File: src/rtl/id_ex_stage_pkg.sv
// Shared pipeline definitions: ALU operation classes, opcode constants and
// the ID/EX register update actions.
package id_ex_stage_pkg;

  // ALU operation class carried from decode into EX
  localparam logic [1:0] ALUOP_MEM = 2'b00;
  localparam logic [1:0] ALUOP_R   = 2'b10;
  localparam logic [1:0] ALUOP_I   = 2'b11;

  // RV32I major opcodes shared with the decode control unit
  localparam logic [6:0] OPC_LOAD   = 7'b0000011;
  localparam logic [6:0] OPC_STORE  = 7'b0100011;
  localparam logic [6:0] OPC_RTYPE  = 7'b0110011;
  localparam logic [6:0] OPC_ITYPE  = 7'b0010011;
  localparam logic [6:0] OPC_BRANCH = 7'b1100011;
  localparam logic [6:0] OPC_JAL    = 7'b1101111;
  localparam logic [6:0] OPC_JALR   = 7'b1100111;
  localparam logic [6:0] OPC_LUI    = 7'b0110111;
  localparam logic [6:0] OPC_AUIPC  = 7'b0010111;

  // What the ID/EX register does on the next rising edge (reset aside)
  typedef enum logic [1:0] {
    ACT_HOLD       = 2'b00,
    ACT_FLUSH_BUB  = 2'b01,
    ACT_HAZARD_BUB = 2'b10,
    ACT_LOAD       = 2'b11
  } ex_action_e;

endpackage : id_ex_stage_pkg

File: src/rtl/id_ex_stage_hazard_detect.sv
// Load-use hazard comparator: the instruction in EX is a real load whose
// destination (non-x0) is read by the instruction currently in ID.
module hazard_detect
  import id_ex_stage_pkg::*;
(
  input  logic       ex_valid_i,
  input  logic       ex_memread_i,
  input  logic [4:0] ex_rd_i,
  input  logic [4:0] id_rs1_i,
  input  logic [4:0] id_rs2_i,
  output logic       hazard_o
);

  logic rd_nonzero;
  logic rd_match;

  // Purely combinational compare of the EX destination against ID sources
  always_comb begin
    rd_nonzero = (ex_rd_i != 5'd0);
    rd_match   = (ex_rd_i == id_rs1_i) || (ex_rd_i == id_rs2_i);
    hazard_o   = ex_valid_i & ex_memread_i & rd_nonzero & rd_match;
  end

endmodule : hazard_detect

File: src/rtl/id_ex_stage.sv
// ID/EX pipeline register with stall hold, branch flush, load-use bubble
// insertion and a saturating count of load-use bubbles.
module id_ex_stage
  import id_ex_stage_pkg::*;
#(
  parameter int unsigned XLEN  = 32,
  parameter int unsigned CNT_W = 16
) (
  input  logic              clk_i,
  input  logic              rst_i,
  input  logic              stall_i,
  input  logic              flush_i,
  input  logic              RegWrite_i,
  input  logic              MemtoReg_i,
  input  logic              MemRead_i,
  input  logic              MemWrite_i,
  input  logic              ALUSrc_i,
  input  logic [1:0]        ALUOp_i,
  input  logic [XLEN-1:0]   RS1data_i,
  input  logic [XLEN-1:0]   RS2data_i,
  input  logic [XLEN-1:0]   Imm_i,
  input  logic [9:0]        funct_i,
  input  logic [4:0]        RS1addr_i,
  input  logic [4:0]        RS2addr_i,
  input  logic [4:0]        RDaddr_i,
  output logic              RegWrite_o,
  output logic              MemtoReg_o,
  output logic              MemRead_o,
  output logic              MemWrite_o,
  output logic              ALUSrc_o,
  output logic [1:0]        ALUOp_o,
  output logic [XLEN-1:0]   RS1data_o,
  output logic [XLEN-1:0]   RS2data_o,
  output logic [XLEN-1:0]   Imm_o,
  output logic [9:0]        funct_o,
  output logic [4:0]        RS1addr_o,
  output logic [4:0]        RS2addr_o,
  output logic [4:0]        RDaddr_o,
  output logic              valid_o,
  output logic              hazard_o,
  output logic [CNT_W-1:0]  bubble_cnt_o
);

  logic              regwrite_q,  regwrite_d;
  logic              memtoreg_q,  memtoreg_d;
  logic              memread_q,   memread_d;
  logic              memwrite_q,  memwrite_d;
  logic              alusrc_q,    alusrc_d;
  logic [1:0]        aluop_q,     aluop_d;
  logic [XLEN-1:0]   rs1data_q,   rs1data_d;
  logic [XLEN-1:0]   rs2data_q,   rs2data_d;
  logic [XLEN-1:0]   imm_q,       imm_d;
  logic [9:0]        funct_q,     funct_d;
  logic [4:0]        rs1addr_q,   rs1addr_d;
  logic [4:0]        rs2addr_q,   rs2addr_d;
  logic [4:0]        rdaddr_q,    rdaddr_d;
  logic              valid_q,     valid_d;
  logic [CNT_W-1:0]  bubble_cnt_q, bubble_cnt_d;

  logic              hazard;
  ex_action_e        action;

  hazard_detect u_hazard_detect (
    .ex_valid_i   (valid_q),
    .ex_memread_i (memread_q),
    .ex_rd_i      (rdaddr_q),
    .id_rs1_i     (RS1addr_i),
    .id_rs2_i     (RS2addr_i),
    .hazard_o     (hazard)
  );

  // Edge action by priority: stall holds, flush beats hazard, else load
  always_comb begin
    action = ACT_LOAD;
    if (stall_i) begin
      action = ACT_HOLD;
    end else if (flush_i) begin
      action = ACT_FLUSH_BUB;
    end else if (hazard) begin
      action = ACT_HAZARD_BUB;
    end
  end

  // Next-state for the pipeline fields and the bubble counter
  always_comb begin
    regwrite_d   = regwrite_q;
    memtoreg_d   = memtoreg_q;
    memread_d    = memread_q;
    memwrite_d   = memwrite_q;
    alusrc_d     = alusrc_q;
    aluop_d      = aluop_q;
    rs1data_d    = rs1data_q;
    rs2data_d    = rs2data_q;
    imm_d        = imm_q;
    funct_d      = funct_q;
    rs1addr_d    = rs1addr_q;
    rs2addr_d    = rs2addr_q;
    rdaddr_d     = rdaddr_q;
    valid_d      = valid_q;
    bubble_cnt_d = bubble_cnt_q;

    unique case (action)
      ACT_HOLD: begin
      end
      ACT_FLUSH_BUB, ACT_HAZARD_BUB: begin
        regwrite_d = 1'b0;
        memtoreg_d = 1'b0;
        memread_d  = 1'b0;
        memwrite_d = 1'b0;
        alusrc_d   = 1'b0;
        aluop_d    = ALUOP_MEM;
        rs1data_d  = '0;
        rs2data_d  = '0;
        imm_d      = '0;
        funct_d    = '0;
        rs1addr_d  = '0;
        rs2addr_d  = '0;
        rdaddr_d   = '0;
        valid_d    = 1'b0;
        if ((action == ACT_HAZARD_BUB) && (bubble_cnt_q != '1)) begin
          bubble_cnt_d = bubble_cnt_q + CNT_W'(1);
        end
      end
      ACT_LOAD: begin
        regwrite_d = RegWrite_i;
        memtoreg_d = MemtoReg_i;
        memread_d  = MemRead_i;
        memwrite_d = MemWrite_i;
        alusrc_d   = ALUSrc_i;
        aluop_d    = ALUOp_i;
        rs1data_d  = RS1data_i;
        rs2data_d  = RS2data_i;
        imm_d      = Imm_i;
        funct_d    = funct_i;
        rs1addr_d  = RS1addr_i;
        rs2addr_d  = RS2addr_i;
        rdaddr_d   = RDaddr_i;
        valid_d    = 1'b1;
      end
      default: begin
      end
    endcase
  end

  // State registers with synchronous reset overriding stall and flush
  always_ff @(posedge clk_i) begin
    if (rst_i) begin
      regwrite_q   <= 1'b0;
      memtoreg_q   <= 1'b0;
      memread_q    <= 1'b0;
      memwrite_q   <= 1'b0;
      alusrc_q     <= 1'b0;
      aluop_q      <= '0;
      rs1data_q    <= '0;
      rs2data_q    <= '0;
      imm_q        <= '0;
      funct_q      <= '0;
      rs1addr_q    <= '0;
      rs2addr_q    <= '0;
      rdaddr_q     <= '0;
      valid_q      <= 1'b0;
      bubble_cnt_q <= '0;
    end else begin
      regwrite_q   <= regwrite_d;
      memtoreg_q   <= memtoreg_d;
      memread_q    <= memread_d;
      memwrite_q   <= memwrite_d;
      alusrc_q     <= alusrc_d;
      aluop_q      <= aluop_d;
      rs1data_q    <= rs1data_d;
      rs2data_q    <= rs2data_d;
      imm_q        <= imm_d;
      funct_q      <= funct_d;
      rs1addr_q    <= rs1addr_d;
      rs2addr_q    <= rs2addr_d;
      rdaddr_q     <= rdaddr_d;
      valid_q      <= valid_d;
      bubble_cnt_q <= bubble_cnt_d;
    end
  end

  // Register outputs and the combinational hazard flag
  always_comb begin
    RegWrite_o   = regwrite_q;
    MemtoReg_o   = memtoreg_q;
    MemRead_o    = memread_q;
    MemWrite_o   = memwrite_q;
    ALUSrc_o     = alusrc_q;
    ALUOp_o      = aluop_q;
    RS1data_o    = rs1data_q;
    RS2data_o    = rs2data_q;
    Imm_o        = imm_q;
    funct_o      = funct_q;
    RS1addr_o    = rs1addr_q;
    RS2addr_o    = rs2addr_q;
    RDaddr_o     = rdaddr_q;
    valid_o      = valid_q;
    hazard_o     = hazard;
    bubble_cnt_o = bubble_cnt_q;
  end

endmodule : id_ex_stage

File: config.mk
export PLATFORM = sky130hd
export DESIGN_NAME = id_ex_stage
export DESIGN_NICKNAME = d
export VERILOG_FILES = /design/src/rtl/id_ex_stage_pkg.sv /design/src/rtl/id_ex_stage_hazard_detect.sv /design/src/rtl/id_ex_stage.sv
export SDC_FILE = /design/constraint.sdc
export NUM_CORES = 1
export LEC_CHECK = 0
export ABC_AREA = 0
export CORE_MARGIN = 2
export CORE_UTILIZATION = 44
export CTS_BUF_LIST = sky130_fd_sc_hd__clkbuf_4
export CTS_CLUSTER_SIZE = 12
export DETAILED_ROUTE_END_ITERATION = 10
export MAX_ROUTING_LAYER = met4
export PLACE_DENSITY = 0.88
export SYNTH_ARGS = -nofsm -noshare
export SYNTH_HDL_FRONTEND = slang
export SYNTH_SLANG_ARGS = --single-unit
File: constraint.sdc
create_clock -name clk_i -period 7.26 [get_ports clk_i]
set_input_delay 1.089 -clock clk_i [delete_from_list [all_inputs] [get_ports clk_i]]
set_output_delay 1.089 -clock clk_i [all_outputs]
set_load 0.02 [all_outputs]
==> qor.csv <==
stage,metric,value,unit
run_status,outcome,"finished, final reports clean",
clocking,post-CTS setup buffers,0,
finish,flip-flop and latch area,0.00290,sq mm
placement,Placed Cells,934,
placement,PortBufs,277,
routing,Pre-Repair DR Iteration Count,6,
clocking,clock latency on the worst-skew pair,0.55,ns
clocking,Worst-path clk slew,0.12,ns
yosys,ys async rst share,0,%
sta,max-slew violation count,0,
hold_path,hold path start,RS2data_o[30]$_SDFFE_PP0P_,
clocking,hold_buf cts,0,
clocking,root buf cell,clkbuf_4,
sta,Final min period,4.38,ns
yosys,"EDFF count, synth",0,
yosys,"Net Count, Synth",692,
yosys,sequential fraction of the synthesis area,55.1,%
finish,Synth-to-Final Area Change,58.8,%
yosys,Yosys top cell area share,55.1,%
setup_path,Critical Path Source,RS2addr_i[2],
yosys,Post-synth top flop,dfxtp_1,
die,die area,0.0129,sq mm
die,Die Height,113,microns
power_and_ir_drop,PwrDens,182,mW/mm^2
routing,WL/cell,17.6,microns
routing,Detail Route Antenna Nets,0,
die,Initial Util,45.6,%
routing,# DRC,0,
power_and_ir_drop,Worst VDD drop,0.000153,V
sta,Fmax,0.228,GHz
clocking,Clock Sinks,145,
finish,"Cell Count, Final, Fillers Out",966,
yosys,Synthesis Warnings,0,
sta,slew at the pin closest to its max-slew limit,1.14,ns
clocking,CTS tree,done,
die,Rows,39,
sta,Slew headroom,23.7,%
sta,Final Cycle Share,60.4,%
routing,violation count after the first detailed-routing iteration,414,
placement,hpwl dp,12200,microns
sta,Fin. Hold Viols,0,
yosys,cells after synthesis,556,
clocking,Num CTS Buffers,17,
yosys,distinct cell type count after synthesis,36,
die,Core Area,0.0116,sq mm
clocking,CTS max path bufs,2,
sta,Max Clock Skew,0.0147,ns
sta,RSZ-0062 raised after global routing,false,
setup_path,CP arrival,4.86,ns
setup_path,Crit. End Element,flop,
hold_path,HP Class,flop to flop,
setup_path,CP max FO,78,
clocking,cts repair resizes,0,
grt,gr usage total,26.6,%
grt,largest net degree at the start of global routing,109,
run,Max-Cap Viols,0,
yosys,synth top area cells,"dfxtp_1 (55%), a22oi_1 (18%), nor2_1 (10%)",
grt,first-pass GRT wire length,26300,microns
sta,# setup viols final,0,
sta,setup TNS,0,ns
yosys,Syn Area/Cell,9.48,sq um
finish,diode count,0,
grt,GRT overflow,0,
die,I/O pin cnt,278,
routing,Post-Route WL,17000,microns
routing,Via Count,5286,
yosys,Synth area leader,dfxtp_1,
yosys,Seq cells post-synth,145,
finish,area of the multi-input gates,0.00218,sq mm
routing,DR vias/cell,5.47,
die,Die Width,113,microns
yosys,most frequent cells after synthesis,"dfxtp_1 (145), nor2_1 (142), a22oi_1 (129)",
finish,share of cells above drive strength 1,6.08,%
grt,vias in the first global route,5217,
setup_path,"Data required, critical path",7.74,ns
finish,fillcell total,828,
placement,global placement routability congestion,0.841,
grt,initial antenna violation count,0,
finish,# nets final,946,
setup_path,Worst Setup Start Kind,primary input,
power_and_ir_drop,Lkg Pwr,2.96,nW
yosys,top-count cell post-synth,dfxtp_1,
yosys,synthesized cell area,0.00527,sq mm
setup_path,worst r2r src,RDaddr_o[1]$_SDFFE_PP0P_,
setup_path,crit path kind,primary input to flop,
clocking,H-tree levels,4,
-- through the flow --
step                total power, mW  hold slack [ns]  setup slack (ns)  util, %  area [sq um]
floorplan                     0.902            0.569              3.60        -          5270
global route                   1.58            0.548              2.60     72.4          8370
global placement               1.01            0.491              2.57     69.8          8070
finish                         1.53            0.523              2.88     72.4          8370
CTS                            1.54            0.530              2.97     72.4          8370
detailed placement             1.01            0.500              2.37     69.8          8070
-- layout by cell type (no fill, tap or decap), drive strengths merged --
cell	count
clkbuf	17
nor4	3
ha	4
nand2	4
xor2	11
or2	1
clkinvlp	4
nand3b	1
xnor2	1
nand4	6
o21ai	4
clkinv	6
dfxtp	145
or4	7
nor3	4
or3	5
nor4b	1
o31ai	4
a21oi	9
mux2	5
and4	2
nor2b	6
a22oi	129
o41a	1
inv	8
mux2i	1
buf	5
nor2	142
bufinv	3
nand4b	1
a2111oi	1
o41ai	2
nand3	4
clkdlybuf4s50	276
-- final cells by class --
cell class | count | area share, %
multi-input cells | 359 | 26.0
flip-flops and latches | 145 | 34.7
repair buffers | 281 | 33.4
clock buffers | 17 | 1.52
clock inverters | 15 | 1.99
inverters | 6 | 0.269
well taps | 143 | 2.14
-- registers in the layout (all words and copies together) (netlist names) --
signal / count
RS2data_o: 32
valid_o: 1
MemtoReg_o: 1
RS1addr_o: 5
MemWrite_o: 1
RS1data_o: 32
RS2addr_o: 5
RegWrite_o: 1
bubble_cnt_o: 16
RDaddr_o: 5
ALUOp_o: 2
Imm_o: 32
funct_o: 10
ALUSrc_o: 1
MemRead_o: 1
-- power by group --
part	leakage [nW]	switching [mW]	internal, mW	total (mW)
Sequential	1.17	0.00786	0.808	0.816
Clock	0.151	0.294	0.236	0.530
Combinational	1.63	0.0813	0.0996	0.181
-- kinds of logic (layout without fill, tap and decap cells) --
group                      Yosys count  count (layout)  synth area share (%)
DFF                                145             145                  55.1
AOI/OAI and AO/OA                  150             150                  20.9
buffers and inverters               52             319                  4.18
adders and majority gates            4               4                 0.949
xor gates and xnor gates            12              12                  1.99
muxes                                6               6                  1.26
and+or+nand+nor                    187             187                  15.7
-- final timing paths --
kind	end	slack [ns]	cells past startpoint
max reg2reg	funct_o[2]$_SDFFE_PP0P_	3.37	8
min reg2reg	RS2data_o[30]$_SDFFE_PP0P_	0.52	2
min	RS2data_o[30]$_SDFFE_PP0P_	0.52	2
max	funct_o[2]$_SDFFE_PP0P_	2.88	10
-- critical path, stage by stage --
cell and delay, ns:
clkdlybuf4s50_1 0.51, xor2_1 0.17, nor2_1 0.07, a22oi_1 0.29
o41ai_1 0.21, ha_4 0.38, nor2b_4 0.95, buf_4 0.78
a22oi_1 0.18, nor2_1 0.18
-- routing by layer --
metal  GRT usage [%]  vias to the layer above  share of wire [%]
met4            8.62                        0                1.5
met2            46.8                      229                 52
met5               -                        -                  0
li1                -                     2506                  -
met3            7.97                       23                7.7
met1            28.9                     2528                 38
(Power assumes the default switching activity.)
